[src/rtl/alu_rr_sched.sv]
// Round-robin scheduler sharing one combinational ALU among N_REQ requesters.
// Optional opcode legality check: define ALU_RR_SCHED_OPCHK_EN.
module alu_rr_sched #(
   parameter int N_REQ = 4,
   parameter int WIDTH = 32
) (
   input  logic                   clk,
   input  logic                   rst_n,
   input  logic [N_REQ-1:0]       req_valid,
   output logic [N_REQ-1:0]       req_ready,
   input  logic [N_REQ*WIDTH-1:0] req_a,
   input  logic [N_REQ*WIDTH-1:0] req_b,
   input  logic [N_REQ*4-1:0]     req_op,
   output logic [N_REQ-1:0]       rsp_valid,
   input  logic [N_REQ-1:0]       rsp_ready,
   output logic [WIDTH-1:0]       rsp_data,
   output logic                   rsp_err,
   output logic [WIDTH-1:0]       alu_a,
   output logic [WIDTH-1:0]       alu_b,
   output logic [3:0]             alu_opcode,
   output logic                   alu_en,
   input  logic [WIDTH-1:0]       alu_result
);

   // state  | meaning
   // IDLE   | arbitrating; req_ready one-hot to the granted requester
   // EXEC   | ALU driven from captured operands, result captured at edge
   // RESP   | response held on owner's rsp_valid until rsp_ready[owner]
   localparam int IW = (N_REQ > 1) ? $clog2(N_REQ) : 1;

   localparam logic [1:0] S_IDLE = 2'd0;
   localparam logic [1:0] S_EXEC = 2'd1;
   localparam logic [1:0] S_RESP = 2'd2;

   logic [1:0]       state_q,  state_d;
   logic [IW-1:0]    rr_ptr_q, rr_ptr_d;
   logic [IW-1:0]    owner_q,  owner_d;
   logic [WIDTH-1:0] a_q,      a_d;
   logic [WIDTH-1:0] b_q,      b_d;
   logic [3:0]       op_q,     op_d;
   logic [WIDTH-1:0] result_q, result_d;
   logic             err_q,    err_d;

   logic             gnt_found;
   logic [IW-1:0]    gnt_idx;
   logic [WIDTH-1:0] gnt_a;
   logic [WIDTH-1:0] gnt_b;
   logic [3:0]       gnt_op;
   logic             rsp_hs;
   logic             illegal_op;

`ifdef ALU_RR_SCHED_OPCHK_EN
   assign illegal_op = (op_q > 4'd4);
`else
   assign illegal_op = 1'b0;
`endif

   // First pass covers indices at/above the pointer, second pass the wrap.
   always_comb begin
      gnt_found = 1'b0;
      gnt_idx   = '0;
      gnt_a     = '0;
      gnt_b     = '0;
      gnt_op    = '0;
      for (int i = 0; i < N_REQ; i++) begin
         if (!gnt_found && req_valid[i] && (IW'(i) >= rr_ptr_q)) begin
            gnt_found = 1'b1;
            gnt_idx   = IW'(i);
            gnt_a     = req_a[i*WIDTH +: WIDTH];
            gnt_b     = req_b[i*WIDTH +: WIDTH];
            gnt_op    = req_op[i*4 +: 4];
         end
      end
      for (int i = 0; i < N_REQ; i++) begin
         if (!gnt_found && req_valid[i]) begin
            gnt_found = 1'b1;
            gnt_idx   = IW'(i);
            gnt_a     = req_a[i*WIDTH +: WIDTH];
            gnt_b     = req_b[i*WIDTH +: WIDTH];
            gnt_op    = req_op[i*4 +: 4];
         end
      end
   end

   always_comb begin
      req_ready = '0;
      rsp_valid = '0;
      for (int i = 0; i < N_REQ; i++) begin
         req_ready[i] = (state_q == S_IDLE) && gnt_found && (gnt_idx == IW'(i));
         rsp_valid[i] = (state_q == S_RESP) && (owner_q == IW'(i));
      end
   end

   assign rsp_hs     = |(rsp_valid & rsp_ready);
   assign rsp_data   = result_q;
   assign rsp_err    = err_q;
   assign alu_en     = (state_q == S_EXEC) && !illegal_op;
   assign alu_a      = (state_q == S_EXEC) ? a_q  : '0;
   assign alu_b      = (state_q == S_EXEC) ? b_q  : '0;
   assign alu_opcode = (state_q == S_EXEC) ? op_q : '0;

   always_comb begin
      state_d  = state_q;
      rr_ptr_d = rr_ptr_q;
      owner_d  = owner_q;
      a_d      = a_q;
      b_d      = b_q;
      op_d     = op_q;
      result_d = result_q;
      err_d    = err_q;
      case (state_q)
         S_IDLE: begin
            if (gnt_found) begin
               owner_d  = gnt_idx;
               a_d      = gnt_a;
               b_d      = gnt_b;
               op_d     = gnt_op;
               rr_ptr_d = (gnt_idx == IW'(N_REQ - 1)) ? '0 : gnt_idx + IW'(1);
               state_d  = S_EXEC;
            end
         end
         S_EXEC: begin
            result_d = illegal_op ? '0 : alu_result;
            err_d    = illegal_op;
            state_d  = S_RESP;
         end
         S_RESP: begin
            if (rsp_hs) state_d = S_IDLE;
         end
         default: state_d = S_IDLE;
      endcase
   end

   always_ff @(posedge clk or negedge rst_n) begin
      if (!rst_n) begin
         state_q  <= S_IDLE;
         rr_ptr_q <= '0;
         owner_q  <= '0;
         a_q      <= '0;
         b_q      <= '0;
         op_q     <= '0;
         result_q <= '0;
         err_q    <= 1'b0;
      end else begin
         state_q  <= state_d;
         rr_ptr_q <= rr_ptr_d;
         owner_q  <= owner_d;
         a_q      <= a_d;
         b_q      <= b_d;
         op_q     <= op_d;
         result_q <= result_d;
         err_q    <= err_d;
      end
   end

endmodule

[config.mk]
export PLATFORM = sky130hd
export DESIGN_NAME = alu_rr_sched
export DESIGN_NICKNAME = d
export VERILOG_FILES = /design/src/rtl/alu_rr_sched.sv
export SDC_FILE = /design/constraint.sdc
export NUM_CORES = 1
export LEC_CHECK = 0
export BUFFER_PORTS_ARGS = -buffer_cell sky130_fd_sc_hd__buf_2
export CORE_AREA = 2 2 166 168
export DETAILED_ROUTE_END_ITERATION = 6
export DIE_AREA = 0 0 168 170
export REMOVE_ABC_BUFFERS = 1
export SETUP_SLACK_MARGIN = 0.15
export SLEW_MARGIN = 25
export SYNTH_ARGS = -nofsm -noshare
export SYNTH_HDL_FRONTEND = slang
export SYNTH_SLANG_ARGS = --single-unit
[constraint.sdc]
create_clock -name clk -period 2.4 [get_ports clk]
set_clock_uncertainty 0.15 [all_clocks]
set_input_delay 0.36 -clock clk [delete_from_list [all_inputs] [get_ports clk]]
set_output_delay 0.36 -clock clk [all_outputs]
set_load 0.005 [all_outputs]
# Word level (Yosys, flattened, before mapping)
# Index checks and enable logic that the tools add are counted.
[word_totals] register_bits=106 inputBits=314 word_cells=102
[op_classes] n_addsub=1 n_lt_le_gt_ge=4 eq_ne=10 muxes=46 bitwise=1 reduce_logical=33
[ops] op="32-bit two-way mux" n=18
[ops] op="4-bit two-way mux" n=9
[ops] op="1-bit logical AND" n=20
[ops] op="2-bit two-way mux" n=9
[ops] op="2-bit == test, second input constant" n=5
[ops] op="1-bit two-way mux" n=9
[ops] op="1-bit logical NOT" n=7
[ops] op="2-bit by 1-bit == test with 1-bit output, second input constant" n=3
[ops] op="2-bit logical NOT" n=3
[ops] op="2-bit case mux with 3 select lines" n=1
[ops] op="4-bit AND" n=1
[ops] op="1-bit by 2-bit >= comparator with 1-bit output, first input constant" n=2
[ops] op="2-bit >= comparator, first input constant" n=2
[ops] op="2-bit inequality test, second input constant" n=2
[ops] op="2-bit AND reduction" n=2
[ops] op="4-bit OR reduction" n=1
[ops] op="2-bit by 1-bit adder with 2-bit output, second input constant" n=1

# Logic depth before layout (Yosys ltp)
# Gate-level depths: netlist of the first run.
[depth] ltp_word=29 mapped_depth=9 ltp_nobuf=7

# Worst setup path after synthesis of the first run
# No wires, ideal clock.
[synth_timing] path_kind="input to output" from="input req_valid[0]" to="output req_ready[1]" arrival_ns=1.669 slack_ns=0.221 stages=8 path_cell_list="buf_2 -> nor2b_1 -> buf_2 -> a21oi_1 -> o221ai_1 -> inv_1 -> ha_1 -> and2_1"
[synth_via] elab_chain_cells=28 elab_cells_between_ends=36 classes_between="1 x eq/ne; 15 x mux; 20 x reduce/logical"
[synth_rtl] item="start: declaration" line_no="9" source="input logic [N_REQ-1:0] req_valid,"
[synth_rtl] item="1-bit logical AND" line_no="66" source="if (!gnt_found && req_valid[i] && (IW'(i) >= rr_ptr_q)) begin"
[synth_rtl] item="1-bit two-way mux" line_no="66"
[synth_rtl] item="1-bit logical NOT" line_no="66"
[synth_rtl] item="1-bit logical AND (2 in series)" line_no="66"
[synth_rtl] item="1-bit two-way mux" line_no="66"
[synth_rtl] item="1-bit logical NOT" line_no="66"
[synth_rtl] item="1-bit logical AND (2 in series)" line_no="66"
[synth_rtl] item="1-bit two-way mux" line_no="66"
[synth_rtl] item="[... 11 more ...]"
[synth_rtl] item="1-bit logical AND" line_no="75" source="if (!gnt_found && req_valid[i]) begin"
[synth_rtl] item="1-bit two-way mux" line_no="75"
[synth_rtl] item="1-bit logical NOT" line_no="75"
[synth_rtl] item="1-bit logical AND" line_no="75"
[synth_rtl] item="2-bit two-way mux *" line_no="75"
[synth_rtl] item="named net gnt_idx[0]" line_no="45" source="logic [IW-1:0] gnt_idx;"
[synth_rtl] item="2-bit by 1-bit == test with 1-bit output *" line_no="89" source="req_ready[i] = (state_q == S_IDLE) && gnt_found && (gnt_idx == IW'(i));"
[synth_rtl] item="1-bit logical AND *" line_no="89"
[synth_rtl] item="end: declaration" line_no="10" source="output logic [N_REQ-1:0] req_ready,"
# Mark *: on every way through the listed nets, which the timed path passes. The rest lies on a longest branch.

# Worst setup path in the final report of the first run
[layout_timing] from="register rr_ptr_q[0]" to="output req_ready[1]"
[layout_via] elab_chain_cells=29 elab_cells_between_ends=40 classes_between="4 x order compare; 1 x eq/ne; 15 x mux; 20 x reduce/logical"
[layout_rtl] item="start: declaration" line_no="36" source="logic [IW-1:0] rr_ptr_q, rr_ptr_d;"
[layout_rtl] item="start signal: assignment" line_no="146" source="rr_ptr_q <= rr_ptr_d;"
[layout_rtl] item="1-bit by 2-bit >= comparator with 1-bit output" line_no="66"
[layout_rtl] item="1-bit logical AND" line_no="66"
[layout_rtl] item="1-bit two-way mux" line_no="66"
[layout_rtl] item="1-bit logical NOT" line_no="66"
[layout_rtl] item="1-bit logical AND (2 in series)" line_no="66"
[layout_rtl] item="1-bit two-way mux" line_no="66"
[layout_rtl] item="1-bit logical NOT" line_no="66"
[layout_rtl] item="1-bit logical AND (2 in series)" line_no="66"
[layout_rtl] item="[... 11 more ...]"
[layout_rtl] item="1-bit logical NOT" line_no="75"
[layout_rtl] item="1-bit logical AND" line_no="75"
[layout_rtl] item="1-bit two-way mux" line_no="75"
[layout_rtl] item="1-bit logical NOT" line_no="75"
[layout_rtl] item="1-bit logical AND" line_no="75"
[layout_rtl] item="2-bit two-way mux or 1-bit two-way mux (tied branches)" line_no="75"
[layout_rtl] item="2-bit by 1-bit == test with 1-bit output or 1-bit logical AND (tied branches)" line_no="89"
[layout_rtl] item="1-bit logical AND *" line_no="89"
# Mark *: on every way between the ends. The rest lies on a longest branch, timed or not.

==> metrics, run 1 <==
outcome=completed; Worst Path Buf+Inv=4; # setup viols final=0; Worst-Margin Slew=0.536 ns; Clk pin slew, worst setup/hold paths=0.09 ns; post-route ant nets=0; Yosys cell types=52; Root Buffer=clkbuf_16; port bufs=422; initial drt markers=1,070; Worst setup EP type=output pin; max_cap viols=0; CP Cell Sequence=buf_6 -> a21boi_1 -> o21ai_1 -> buf_4 -> buf_6 -> ha_4 -> and2_4 -> buf_6; Post-synth EDFFs=0; CP max stage delay=0.49 ns; Ys Warns=0; antenna violations before repair=3; met3 Use GR=0.0447; Max rail drop VDD=0.000463 V; GRT Max-Usage Layer=met2; Max Freq=0.421 GHz; Leak=5.35 nW; Die Width=168 um; Final nets=1,690; min Tclk post-route=2.38 ns; FF-to-FF path depth=8; Num CTS Buffers=9; Hold Crit Endpoint=rsp_data[19]; slowest stage cell, crit path=dfrtp_2; FILL cells=2,737; die area=28,600 um^2; critical path's top delay family=buffers and inverters; Worst Hold Depth=2; PD cells=1100 nW/um^2; initial core utilization=0.301; Via density=5.93; Critical Path RT=1.89 ns; most frequent cells in the layout=418 x buf_2, 112 x a21oi_1, 104 x nand2_1, 104 x dfrtp_1, 71 x and2_1; sequential area share after synthesis=0.331; Slew Limit Fails=0; Num Clock Sinks=106; fraction of layout cells with a size suffix above 1=0.428; GR Util met1=0.302; CP most frequent cell=buf_6; DR WL/cell=21.8 um; later-pin clock latency in the skew report=0.35 ns; DRC=0; syn_area_per_cell=8.26 um^2; largest net degree at the start of global routing=68; Period Utilization, post-route=0.990; most common cell after layout, fill and taps aside=buf_2; clock tree buffer depth=2; first-pass GRT wire length=54,900 um; HP Start=alu_result[19]; Hold Crit Class=in2reg; total track usage=0.243; unrepaired setup endpoints after global routing=yes; H-tree depth=3; GPL Wtd Cong=0.906; CP Max Fanout=6; CTS tree=yes; RR Startpoint=rr_ptr_q[0]; Site Rows=60; Async SR Flop Fraction=1.00; grt ovf=0; Ports=424; Post-Route WL=37,400 um; Die H=170 um; number of iterations in the first detailed-routing pass=6; Vias=10,200; Most used DFF post-synth=dfrtp_1; Final Hold Vio Count=0; Synth Register Bits=106; CP Class=reg2out; post-DP HPWL=25,800 um; Mapped Area=8020 um^2; Final Util=0.433; core area=26,700 um^2; relative slew slack=0.640; R2R Setup Slk=0.08 ns; grt met2 use=0.419; worst r2r dst=b_q[5]; Cells after Synth=971; Layout area overhead=43.7%; Critical Path Start Type=flop; power consumption=0.0127 W; worst path arrival time=1.87 ns; vias in the first global route=9,850
[flip-flops by register name (all words and copies together), names as in the netlist]
signal / flops
owner_q: 2
rsp_data: 32
op_q: 4
rr_ptr_q: 2
a_q: 32
b_q: 32
state_q: 2
[report_power, final]
part / switching (W) / leakage, nW / internal [W]
sequential: 0.000512 / 1.27 / 0.00273
combinational: 0.00421 / 3.93 / 0.00376
clock: 0.000793 / 0.138 / 0.000735
total: 0.00552 / 5.35 / 0.00722
[per-layer routing]
| metal | vias up | share of wire |
|---|---|---|
| li1 | 4543 | - |
| met1 | 4958 | 0.40 |
| met2 | 612 | 0.49 |
| met3 | 80 | 0.083 |
| met4 | 0 | 0.028 |
| met5 | - | 0 |
[logic make-up after synthesis]
group,after synthesis,synth area share
buffers and inverters,114,0.0652
multiplexers,33,0.0477
AND/OR/NAND/NOR,351,0.221
AO/OA/AOI/OAI,362,0.328
adder cells (fa/ha/maj),4,0.00624
flip-flops,106,0.331
other,1,0.000467
[how the worst max path moves through the flow]
stage	start	end	slack, ns	cells past startpoint
detailed placement	req_valid[1]	b_q[5]	0.08	8
global placement	req_valid[1]	req_ready[2]	0.1	11
global route	rr_ptr_q[0]	req_ready[1]	-0.04	8
finish	rr_ptr_q[0]	req_ready[1]	0.02	8
floorplan	rr_ptr_q[1]	a_q[0]	-2.49	5
CTS	rr_ptr_q[0]	req_ready[2]	0.04	8
[timing repair]
item	in CTS	in global routing
cloned	2	3
endpoints found under the setup margin	6	62
resized for setup	27	22
hold endpoints to repair	21	0
hold buffers	1	0
setup buffers	13	7
pin swaps	4	23
[synth_stat cells (2+ instances only)]
master	n	area, um^2
buf_4	11	82.6
nand2b_1	3	18.8
nor2_1	48	180
nor2b_1	5	31.3
buf_2	36	180
dfrtp_1	106	2650
mux2_2	32	360
nand4b_1	4	35.0
o221ai_1	59	517
a222oi_1	29	290
nand2_1	105	394
a32oi_1	26	228
nand3_1	65	325
a21o_1	2	15.0
inv_1	4	15.0
and3_1	27	169
a21oi_1	117	586
a32o_1	3	30.0
a211oi_1	6	45.0
nor3_1	5	25.0
and2_0	2	12.5
clkbuf_1	54	203
ha_1	4	50.1
a31oi_1	7	43.8
and2_1	76	475
a22o_1	14	123
buf_1	7	26.3
o31ai_1	12	90.1
a221oi_1	19	166
o21ai_0	7	35.0
a22oi_1	53	398
nor3b_1	2	15.0
a21boi_0	2	15.0
[per-stage QoR]
| step | cell area [um^2] | worst slack (ns) | setup TNS [ns] | cells | hold slack (ns) |
|---|---|---|---|---|---|
| 6_report | 11500 | 0.0248 | 0 | 1720 | 0.0787 |
| 2_1_floorplan | 7510 | -2.49 | -327.38 | 861 | -0.0856 |
| 4_1_cts | 11300 | 0.0429 | 0 | 1708 | 0.0625 |
| 3_3_place_gp | 10800 | 0.0983 | 0 | 1676 | 0.137 |
| 5_1_grt | 11500 | -0.0377 | -0.132 | 1719 | 0.0670 |
| 3_5_place_dp | 10800 | 0.0791 | 0 | 1676 | 0.140 |
[area by class of cell]
type,instances,area [um^2],area share
antenna,2,5.00,0.000434
inverter,4,20.0,0.00174
tap,341,427,0.0370
multi-input combinational,751,5010,0.435
sequential,106,2660,0.230
clock inverter,6,56.3,0.00488
timing repair buffer,500,3120,0.271
clock buffer,10,229,0.0199
Note: power is estimated with default switching activity, not from simulation.
==> run 2, diff against run 1 <==
--- a/config.mk
+++ b/config.mk
@@ -5,7 +5,7 @@
 export SDC_FILE = /design/constraint.sdc
 export NUM_CORES = 1
 export LEC_CHECK = 0
-export BUFFER_PORTS_ARGS = -buffer_cell sky130_fd_sc_hd__buf_2
+export BUFFER_PORTS_ARGS = -buffer_cell sky130_fd_sc_hd__clkbuf_2
 export CORE_AREA = 2 2 166 168
 export DETAILED_ROUTE_END_ITERATION = 6
 export DIE_AREA = 0 0 168 170
==> run 2 against run 1 <==
Against the previous run: via count hardly changed; global-route usage is 0.11 points higher; die area stayed put; critical path depth stayed put; sequential share of layout area hardly changed; non-clock buffer count stayed put; critical path type unchanged; critical endpoint is now req_ready[3].
==> metrics, run 2 (synthesis results as in run 1) <==
post-DP HPWL=25,900 um (+0.30%); Root Buffer=clkbuf_16; worst hold margin=0.0795 ns (+0.000851 ns); Worst-Margin Slew=0.719 ns (+0.184 ns); number of iterations in the first detailed-routing pass=7 (+1); R2R Setup Slk=0.16 ns (+0.08 ns); GPL Wtd Cong=0.881 (-2.8%); Worst Setup EP=req_ready[3]; TNS Setup=0 ns (unchanged); port bufs=422 (unchanged); Die H=170 um (unchanged); Ports=424 (unchanged); Vias=10,200 (-0.088%); clock tree buffer depth=2 (unchanged); largest net degree at the start of global routing=66 (-2.9%); Register Area=2660 um^2 (about the same); Num CTS Buffers=9 (unchanged); Layout area overhead=44.0%; Max rail drop VDD=0.000513 V (+11%); FILL cells=2,699 (-1.4%); Post-Route WL=38,000 um (+1.5%); die area=28,600 um^2 (unchanged); Worst setup EP type=output pin; initial drt markers=1,194 (+12%); CP Class=reg2out; Clk pin slew, worst setup/hold paths=0.09 ns (about the same); Site Rows=60 (unchanged); fraction of layout cells with a size suffix above 1=0.428 (unchanged); CP Max Fanout=5 (-1); most common cell after layout, fill and taps aside=clkbuf_2; area occupied by multi-input gates=5050 um^2 (+0.77%); max_cap viols=0 (unchanged); post-route ant nets=0 (unchanged); worst r2r dst=a_q[24]; core area=26,700 um^2 (unchanged); relative slew slack=0.519 (-0.121); Critical Path RT=1.89 ns (about the same); # setup viols final=0 (unchanged); DR WL/cell=22.1 um (+1.7%); outcome=completed; CP Cell Sequence=buf_6 -> nor2b_4 -> o21ai_2 -> o221ai_4 -> inv_2 -> ha_4 -> and2_4 -> buf_6; later-pin clock latency in the skew report=0.35 ns (about the same); min Tclk post-route=2.31 ns (-0.0666 ns); FF-to-FF path depth=9 (+1); Hold Crit Class=in2reg; Critical Path Start Type=flop; Slew Limit Fails=0 (unchanged); unrepaired setup endpoints after global routing=yes; H-tree depth=3 (unchanged); Num Clock Sinks=106 (unchanged); Period Utilization, post-route=0.962 (-0.0278); Die Width=168 um (unchanged); worst path arrival time=1.80 ns (-0.07 ns); total track usage=0.244 (+0.00115); CP most frequent cell=buf_6; number of diodes=0 (-2); CTS tree=yes; CP startpoint=rr_ptr_q[0]; vias in the first global route=9,905 (+0.56%); slowest stage cell, crit path=dfrtp_2; CP max stage delay=0.46 ns (-0.03 ns); Final Hold Vio Count=0 (unchanged); grt ovf=0 (unchanged); first-pass GRT wire length=55,200 um (+0.55%); Final nets=1,690 (unchanged); Via density=5.93 (about the same); most frequent cells in the layout=419 x clkbuf_2, 116 x a21oi_1, 104 x nand2_1; antenna violations before repair=1 (-2); Leak=5.37 nW (+0.43%); Max Freq=0.433 GHz (+2.9%); DRC=0 (unchanged); initial core utilization=0.301 (unchanged); PD cells=1110 nW/um^2 (+0.86%); RR Startpoint=rr_ptr_q[0]
-- run 2: changes by cell type in the layout (fill, tap and decap cells not counted), sizes merged --
cell      before  now
inv            9    8
diode          2    0
clkinv         0    2
buf          493   75
clkbuf        14  433
clkinvlp       1    0
bufbuf         2    1
-- run 2: worst min-delay path by stage --
stage	from	endpoint	slack, ns	cells after the start
6_report	alu_result[19]	rsp_data[19]	0.08	2
5_1_grt	alu_result[17]	rsp_data[17]	0.07	2
4_1_cts	alu_result[21]	rsp_data[21]	0.06	2
3_5_place_dp	rst_n	b_q[13]	0.24	1
3_3_place_gp	rst_n	b_q[13]	0.24	1
2_1_floorplan	rst_n	a_q[0]	-0.09	0
-- run 2: area by class of cell --
cell class / count / share of cell area
clock buffer: 10 / 0.0198
clock inverter: 6 / 0.00498
inverter: 4 / 0.00173
multi-input combinational: 751 / 0.437
sequential: 106 / 0.230
tap: 341 / 0.0369
timing repair buffer: 500 / 0.269
-- run 2: power breakdown --
part	switching, W	leakage (nW)	internal [W]	total [W]
combinational	0.00434	3.95	0.00376	0.00810
clock	0.000800	0.141	0.000736	0.00154
sequential	0.000517	1.27	0.00273	0.00325
-- run 2: what timing repair did --
item | CTS | global route
endpoints found under the setup margin | 33 | 42
cloned | 1 | 4
gates resized for setup | 19 | 32
hold buffers | 1 | 0
pin swaps | 4 | 5
hold endpoints to repair | 35 | 0
buffers inserted | 10 | 11
-- run 2: per-stage QoR --
step,util,total power [W],instance area (um^2),cells,setup slack [ns]
2_1_floorplan,-,0.00730,7510,861,-2.49
3_3_place_gp,0.402,0.0104,10700,1675,0.109
3_5_place_dp,0.402,0.0105,10700,1675,0.0870
4_1_cts,0.419,0.0124,11200,1703,0.0630
5_1_grt,0.434,0.0138,11600,1718,-0.00487
6_report,0.434,0.0129,11600,1718,0.0915
-- run 2: routing by layer --
metal / GRT usage / part of all wire
met3: 0.0372 / 0.088
met4: 0.0896 / 0.029
met5: 0 / 0
met1: 0.306 / 0.39
met2: 0.424 / 0.50
-- run 2: critical path, delay by kind of cell (launching register included) --
kind            cells  cell delay, ns
fa+ha+maj           1            0.17
buf+inv             3            0.37
simple gates        2            0.25
flops               1            0.46
compound gates      2            0.19
==> run 3, diff against run 2 <==
--- a/config.mk
+++ b/config.mk
@@ -9,6 +9,7 @@
 export CORE_AREA = 2 2 166 168
 export DETAILED_ROUTE_END_ITERATION = 6
 export DIE_AREA = 0 0 168 170
+export GPL_TIMING_DRIVEN = 0
 export REMOVE_ABC_BUFFERS = 1
 export SETUP_SLACK_MARGIN = 0.15
 export SLEW_MARGIN = 25
==> run 3 against run 2 <==
Against the previous run: the run now ends with design-rule violations, negative setup slack left; clock-buffer cell count stayed put; via count is 6.9% higher; sequential cell count stayed put; fmax is 3.9% lower; wire length is 15% higher; sequential share of layout area is 1.9 points lower; cell area is 9.2% higher; critical path type unchanged.
==> metrics, run 3 (synthesis results as in run 1) <==
Site Rows=60 (unchanged); fin cells=1,759 (+2.4%); Hold Crit Class=in2reg; total track usage=0.283 (+0.0389); post-route ant nets=0 (unchanged); port bufs=422 (unchanged); vias in the first global route=10,500 (+5.7%); pre-CTS WS=-1.55 ns (-1.64 ns); Die H=170 um (unchanged); Max Freq=0.416 GHz (-3.9%); Num Clock Sinks=106 (unchanged); violated checks=design-rule violations, negative setup slack; unrepaired setup endpoints after global routing=yes; CP Max Fanout=5 (unchanged); worst hold margin=0.0738 ns (-0.00567 ns); fin worst setup slack=-0.00201 ns (-0.0935 ns); Leak=5.81 nW (+8.2%); Register Area=2660 um^2 (+0.14%); CP Class=reg2out; DRC=1 (+1); Max rail drop VDD=0.000512 V (-0.16%); later-pin clock latency in the skew report=0.36 ns (about the same); Worst setup EP type=output pin; fraction of layout cells with a size suffix above 1=0.480 (+0.0514); DR WL/cell=24.9 um (+13%); min Tclk post-route=2.40 ns (+0.0935 ns); Post-Route WL=43,900 um (+15%); FILL cells=2,590 (-4.0%); Clk pin slew, worst setup/hold paths=0.09 ns (about the same); most frequent cells in the layout=401 x clkbuf_2, 116 x a21oi_1, 102 x nand2_1, 102 x dfrtp_1, 64 x nand3_1; Layout area overhead=57.3%; Die Width=168 um (unchanged); fin area=12,600 um^2 (+9.2%); largest net degree at the start of global routing=69 (+4.5%); Root Buffer=clkbuf_16; initial core utilization=0.301 (unchanged); Placed Cells incl. Taps=1,654 (-1.3%); most common cell after layout, fill and taps aside=clkbuf_2; initial drt markers=1,489 (+25%); clock tree buffer depth=2 (unchanged); die area=28,600 um^2 (unchanged); number of iterations in the first detailed-routing pass=7 (unchanged); Worst-Margin Slew=0.759 ns (+0.0397 ns); CTS tree=yes; Critical Path RT=1.89 ns (about the same); Via density=6.19 (+4.4%); relative slew slack=0.492 (-0.0270); Vias=10,900 (+6.9%); GPL Wtd Cong=0.834 (-5.2%); worst path arrival time=1.89 ns (+0.09 ns); Critical Path Start Type=flop; Num CTS Buffers=9 (unchanged); Final nets=1,730 (+2.4%); antenna violations before repair=3 (+2); PD cells=1170 nW/um^2 (+4.7%); first-pass GRT wire length=62,200 um (+13%); power consumption=0.0147 W (+14%); post-DP HPWL=25,800 um (-0.46%); max_cap viols=0 (unchanged); # setup viols final=1 (+1); Final Hold Vio Count=0 (unchanged); area occupied by multi-input gates=5380 um^2 (+6.5%); Slew Limit Fails=0 (unchanged); Area after DPL=10,600 um^2 (-0.91%); grt ovf=0 (unchanged); outcome=finished with violations; Ports=424 (unchanged); core area=26,700 um^2 (unchanged); H-tree depth=3 (unchanged); Period Utilization, post-route=1.00 (+0.0390)
==> run 3: cell count changes in the layout (fill, tap and decap cells not counted), sizes merged, moves of 3 or more <==
cell    previous run  this run
bufbuf             1         7
clkbuf           433       420
buf               75       113
and2              78        81
==> run 3: through the flow <==
stage	TNS, ns	util
after detailed placement	-99.30	0.398
final	-0.00201	0.474
after global placement	-1075.92	0.377
after floorplan	-327.38	-
after global routing	-0.229	0.474
after CTS	0	0.444
==> run 3: critical path: stages (launching register included) <==
cell and delay [ns]:
dfrtp_4 0.53, buf_12 0.15, nand2_4 0.05, nand2_4 0.05, a21boi_4 0.19, o21ai_4 0.10
inv_2 0.11, ha_4 0.13, and2_4 0.13, buf_6 0.09
==> run 3: path summary, 6_finish.rpt <==
check / from / endpoint / slack (ns) / depth (start not counted)
setup / recovery: rr_ptr_q[1] / req_ready[2] / -0.002 / 9
hold / removal: alu_result[21] / rsp_data[21] / 0.07 / 2
setup reg to reg: rr_ptr_q[1] / b_q[24] / 0.02 / 11
hold reg to reg: rsp_data[16] / rsp_data[16] / 0.36 / 1
max in group asynchronous: rst_n / rsp_data[8] / 1.04 / 3
min in group asynchronous: rst_n / b_q[13] / 0.34 / 2
==> run 3: metal layers <==
metal  vias up  GRT usage  part of all wire
li1       4658          -                 -
met1      5275      0.345              0.38
met2       815      0.484              0.49
met3       134     0.0530             0.096
met4         2      0.131             0.040
met5         -          0           0.00030
==> run 3: cell type report <==
type	count	share of cell area
clock buffers	10	0.0181
repair buffers	531	0.303
clock inverters	6	0.00456
inverters	4	0.00278
repair inverters	1	0.000694
flip-flops and latches	106	0.211
diodes	1	0.000198
well taps	341	0.0338
multi-input cells	759	0.426
==> run 3: report_power, final <==
group,internal [W],switching [W],leakage (nW)
logic,0.00480,0.00512,4.39
clock network,0.000737,0.000838,0.141
registers,0.00273,0.000502,1.27
total,0.00828,0.00646,5.81
==> run 3: what timing repair did <==
item                       in CTS  in global routing
setup buffers                  40                 26
gates cloned                   19                  3
pin swaps                      11                 67
setup endpoints to repair      95                125
hold endpoints to repair       38                  0
hold buffers                    1                  0
gates resized for setup        47                139
